$ cat src/rtl/uart_rx_deserializer.sv
// rtl/uart_rx_deserializer.sv - 16x oversampling UART 8N1 receiver with framing check
module uart_rx_deserializer #(
    parameter int DBIT     = 8,
    parameter int SB_TICK  = 16,
    parameter int BAUD_DIV = 326
) (
    input  logic            clk,
    input  logic            reset,
    input  logic            rx,
    output logic [DBIT-1:0] d_out,
    output logic            rx_done,
    output logic            frame_err
);

    localparam int CW = (BAUD_DIV > 1) ? $clog2(BAUD_DIV) : 1;
    localparam int NW = (DBIT > 1) ? $clog2(DBIT) : 1;
    localparam logic [CW-1:0] CNT_MAX = CW'(BAUD_DIV - 1);
    localparam logic [3:0]    S_MID   = 4'd7;
    localparam logic [3:0]    S_BIT   = 4'd15;
    localparam logic [3:0]    S_STOP  = 4'(SB_TICK - 1);
    localparam logic [NW-1:0] N_LAST  = NW'(DBIT - 1);

    typedef enum logic [2:0] {
        IDLE  = 3'd0,
        START = 3'd1,
        DATA  = 3'd2,
        STOP  = 3'd3,
        BREAK = 3'd4
    } state_t;

    state_t          current_state, next_state;
    logic [3:0]      s, s_d;
    logic [NW-1:0]   n, n_d;
    logic [DBIT-1:0] b, b_d;

    logic            rx_meta_q, rx_s_q;
    logic [CW-1:0]   cnt_q, cnt_d;
    logic            tick;
    logic [DBIT-1:0] d_out_q, d_out_d;
    logic            rx_done_q, rx_done_d;
    logic            frame_err_q, frame_err_d;

    always_comb begin
        tick  = (cnt_q == CNT_MAX);
        cnt_d = tick ? '0 : cnt_q + CW'(1);
    end

    // Synchronizer flops reset high so reset never looks like a start edge.
    always_ff @(posedge clk or negedge reset) begin
        if (!reset) begin
            rx_meta_q <= 1'b1;
            rx_s_q    <= 1'b1;
            cnt_q     <= '0;
        end else begin
            rx_meta_q <= rx;
            rx_s_q    <= rx_meta_q;
            cnt_q     <= cnt_d;
        end
    end

    always_ff @(posedge clk or negedge reset) begin
        if (!reset) begin
            current_state <= IDLE;
            s             <= '0;
            n             <= '0;
            b             <= '0;
            d_out_q       <= '0;
            rx_done_q     <= 1'b0;
            frame_err_q   <= 1'b0;
        end else begin
            current_state <= next_state;
            s             <= s_d;
            n             <= n_d;
            b             <= b_d;
            d_out_q       <= d_out_d;
            rx_done_q     <= rx_done_d;
            frame_err_q   <= frame_err_d;
        end
    end

    always_comb begin
        next_state = current_state;
        s_d        = s;
        n_d        = n;
        b_d        = b;
        case (current_state)
            IDLE: begin
                if (!rx_s_q) begin
                    next_state = START;
                    s_d        = '0;
                end
            end
            START: begin
                if (tick) begin
                    if (s == S_MID) begin
                        if (!rx_s_q) begin
                            next_state = DATA;
                            s_d        = '0;
                            n_d        = '0;
                        end else begin
                            next_state = IDLE;
                        end
                    end else begin
                        s_d = s + 4'd1;
                    end
                end
            end
            DATA: begin
                if (tick) begin
                    if (s == S_BIT) begin
                        s_d = '0;
                        b_d = {rx_s_q, b[DBIT-1:1]};
                        if (n == N_LAST) next_state = STOP;
                        else             n_d = n + NW'(1);
                    end else begin
                        s_d = s + 4'd1;
                    end
                end
            end
            STOP: begin
                if (tick) begin
                    if (s == S_STOP) next_state = rx_s_q ? IDLE : BREAK;
                    else             s_d = s + 4'd1;
                end
            end
            // A line held low must return high before another start can be seen.
            BREAK: begin
                if (rx_s_q) next_state = IDLE;
            end
            default: next_state = IDLE;
        endcase
    end

    always_comb begin
        d_out_d     = d_out_q;
        rx_done_d   = 1'b0;
        frame_err_d = 1'b0;
        if (current_state == STOP && tick && s == S_STOP) begin
            if (rx_s_q) begin
                d_out_d   = b;
                rx_done_d = 1'b1;
            end else begin
                frame_err_d = 1'b1;
            end
        end
    end

    assign d_out     = d_out_q;
    assign rx_done   = rx_done_q;
    assign frame_err = frame_err_q;

endmodule

$ cat config.mk
export PLATFORM = sky130hd
export DESIGN_NAME = uart_rx_deserializer
export DESIGN_NICKNAME = d
export VERILOG_FILES = /design/src/rtl/uart_rx_deserializer.sv
export SDC_FILE = /design/constraint.sdc
export NUM_CORES = 1
export LEC_CHECK = 0
export BUFFER_PORTS_ARGS = -buffer_cell sky130_fd_sc_hd__buf_2
export CORE_MARGIN = 2
export CORE_UTILIZATION = 50
export DETAILED_ROUTE_END_ITERATION = 7
export GPL_TIMING_DRIVEN = 0
export PLACE_DENSITY = 0.79
export SLEW_MARGIN = 20
export SYNTH_ARGS = -nofsm -noshare
export SYNTH_HDL_FRONTEND = slang
export SYNTH_SLANG_ARGS = --single-unit
$ cat constraint.sdc
create_clock -name clk -period 1.86 [get_ports clk]
set_input_delay 0.093 -clock clk [delete_from_list [all_inputs] [get_ports clk]]
set_output_delay 0.093 -clock clk [all_outputs]
set_load 0.02 [all_outputs]
==> out/qor.txt <==
Flop pwr share -> 58.8%
worst reg2reg path depth -> 4
Worst-Skew Late Latency -> 0.29 ns
Yosys top cell by area -> dfrtp_1
via density per instance -> 5.663
worst hold path type -> reg -> reg
CTS sink count -> 39
slew at the pin with the worst max-slew slack -> 0.8448 ns
register area -> 979.7 um2
routing usage on met3 -> 4.623%
peak supply drop -> 453.9 uV
via count of the first global-routing pass -> 1,394
top cells by area, synth -> dfrtp_1 (49%), mux2_2 (11%), xnor2_1 (4.2%), ha_1 (3.3%), dfstp_2 (2.8%)
input/output buffers -> 12
PwrDens -> 606.8 nW/um2
Die Width -> 65.51 um
main flop type after synthesis -> dfrtp_1
final worst slack -> -0.07394 ns
largest net degree at the start of global routing -> 40
hold depth -> 0
CTS tree -> built
outcome -> finished with violations
Area after DPL -> 2026 um2
clock power share -> 39.5%
Final Cell Area -> 2399 um2
CTS H-tree depth -> 2
Worst Skew -> 0.004082 ns
crit path launch type -> register
Bufs on Longest Clock Path -> 2
minimum clock period -> 1.934 ns
top cells by count, synth -> dfrtp_1 (37), mux2_2 (18), nor2_1 (12)
CP Data Required Time -> 2.03 ns
Num CTS Buffers -> 5
# Max-Cap Violations -> 0
setup repair after global routing missed its margin -> true
Die Area -> 4292 um2
NetSw -> 0.2983 mW
fin util -> 65.52%
Core Rows -> 22
final setup fails -> 17
Post-Syn Area -> 1892 um2
Arr. time, crit path -> 2.10 ns
initial antenna violation count -> 0
final max-slew violation count -> 0
Sw Ratio -> 20.49%
Root Driver -> clkbuf_8
via count -> 1,393
wire length of the first global-routing pass -> 6.575 mm
Net count, final -> 205
IO Pins -> 13
Mapped Cells -> 162
wire per inst -> 16.72 um
fill cell count -> 283
Antenna Nets Post-Route -> 0
Slew HR -> 43.68%
Post-synth EDFFs -> 0
Final Hold Viols -> 0
P&R area growth vs syn -> 26.79%
Core ar. -> 3661 um2
number of diodes -> 0
crit share post-route -> 104.0%
Comb pwr share -> 1.7%
Final HPWL DP -> 2.549 mm
Synth Register Bits -> 39
met2 global-route usage -> 35.59%
DRT Pass-1 Iters -> 4
initial DRC count -> 59
Synth top area share -> 48.94%
post-synthesis async set-or-reset flop share -> 100.0%
share of layout cells above drive strength 1 -> 38.89%
kind of critical path -> reg -> reg
Leak -> 1.083 nW
crit path max fanout -> 8
Tot GR Track Use -> 20.41%
failing checks -> setup timing
routability congestion estimate -> 0.8359
clock-pin slew on the worst setup and hold paths -> 0.07 ns
post-synth net total -> 170
Avg Cell Area, Syn -> 11.68 um2
final WL -> 4.112 mm
die height -> 65.51 um
multi-input logic area -> 1006 um2
total grt overflow -> 0
GR Layer Usage met1 -> 25.20%
Setup crit end kind -> register
Starting Density -> 51.67%
most common cell in the netlist -> dfrtp_1
register area share after synthesis -> 51.72%
Syn. warnings -> 0
gr busiest metal -> met2
Fmax -> 517.1 MHz
DRC -> 0
Setup WS pre-CTS -> -0.2952 ns
Internal Power -> 1.157 mW
Cell variety after synth -> 42
Setup TNS -> -0.6200 ns
-- what timing repair did --
item	in CTS	in global routing
endpoints found under the setup margin	24	24
gates resized for setup	19	19
buffers inserted	9	7
hold buffers	2	0
pin swaps	6	5
endpoints found under the hold margin	38	0
-- cell families (layout without fill, tap and decap cells) --
family | after synthesis | count (layout) | share of synthesized area [%]
xor gates and xnor gates | 9 | 9 | 4.167
DFF | 39 | 39 | 51.72
muxes | 21 | 21 | 12.30
and+or+nand+nor | 49 | 49 | 15.41
adders and majority gates | 5 | 5 | 3.307
buffers and inverters | 14 | 50 | 3.307
AOI/OAI and AO/OA | 25 | 25 | 9.789
-- cell type report --
class / instances / area share, %
tap: 48 / 2.504
sequential: 39 / 40.85
clock inverter: 1 / 0.2087
inverter: 8 / 1.252
buffer: 4 / 1.148
multi-input combinational: 109 / 41.94
timing repair buffer: 30 / 8.503
clock buffer: 7 / 3.599
-- sequential cells by signal (all words and copies together) (netlist names) --
signal,flops
rx_done,1
b,8
n,3
s,4
rx_meta_q,1
cnt_q,9
d_out,8
frame_err,1
rx_s_q,1
current_state,3
-- critical path, stage by stage (launching register included) --
cell     delay, ns
dfrtp_2       0.44
or4b_4        0.62
nor2_4        0.13
and3_4        0.30
mux2_4        0.32
-- layout by cell type, fill, tap and decap left out, types with 2 or more instances in the layout --
cell,count
nand3_1,4
ha_1,2
nand2_1,8
mux2_2,2
ha_2,2
and3_1,2
nand4_1,2
buf_2,12
nor3_1,3
dlygate4sd3_1,2
or3_1,2
mux2_4,16
clkbuf_1,2
o211ai_1,6
buf_4,16
buf_6,2
nand3b_1,2
a21oi_1,3
xnor2_1,8
nor2_1,12
o21ai_0,3
clkbuf_8,6
dfstp_2,2
mux2i_1,3
dfrtp_1,36
inv_1,8
-- routing by layer --
layer / wire length (um) / vias up
met5: 0 / -
met4: 65 / 0
met3: 142 / 7
met2: 2218 / 32
met1: 1684 / 702
li1: - / 652
-- power by group through the flow --
stage	logic [mW]	registers [mW]	clock network [mW]
4_1_cts	0.0259	0.855	0.589
5_1_grt	0.0297	0.855	0.620
3_3_place_gp	0.0210	0.871	0
6_report	0.0249	0.856	0.575
3_5_place_dp	0.0220	0.871	0
2_1_floorplan	0.00333	0.870	0
-- final timing paths --
kind	start	end	slack, ns
max in group asynchronous	reset	cnt_q[4]	0.83
worst max-delay path	cnt_q[4]	d_out[4]	-0.07
worst min-delay path	rx_meta_q	rx_s_q	0.36
min in group asynchronous	reset	current_state[0]	0.45
worst min register to register	rx_meta_q	rx_s_q	0.36
worst max register to register	cnt_q[4]	d_out[4]	-0.07
-- through the flow --
stage | total power, mW | std cells | hold slack (ns)
2_1_floorplan | 0.8734 | 162 | -0.2026
3_3_place_gp | 0.8920 | 222 | 0.2006
3_5_place_dp | 0.8931 | 222 | 0.1994
4_1_cts | 1.470 | 240 | 0.3609
5_1_grt | 1.505 | 246 | 0.3677
6_report | 1.456 | 246 | 0.3607
No activity file was read; power rests on OpenSTA's default activity.
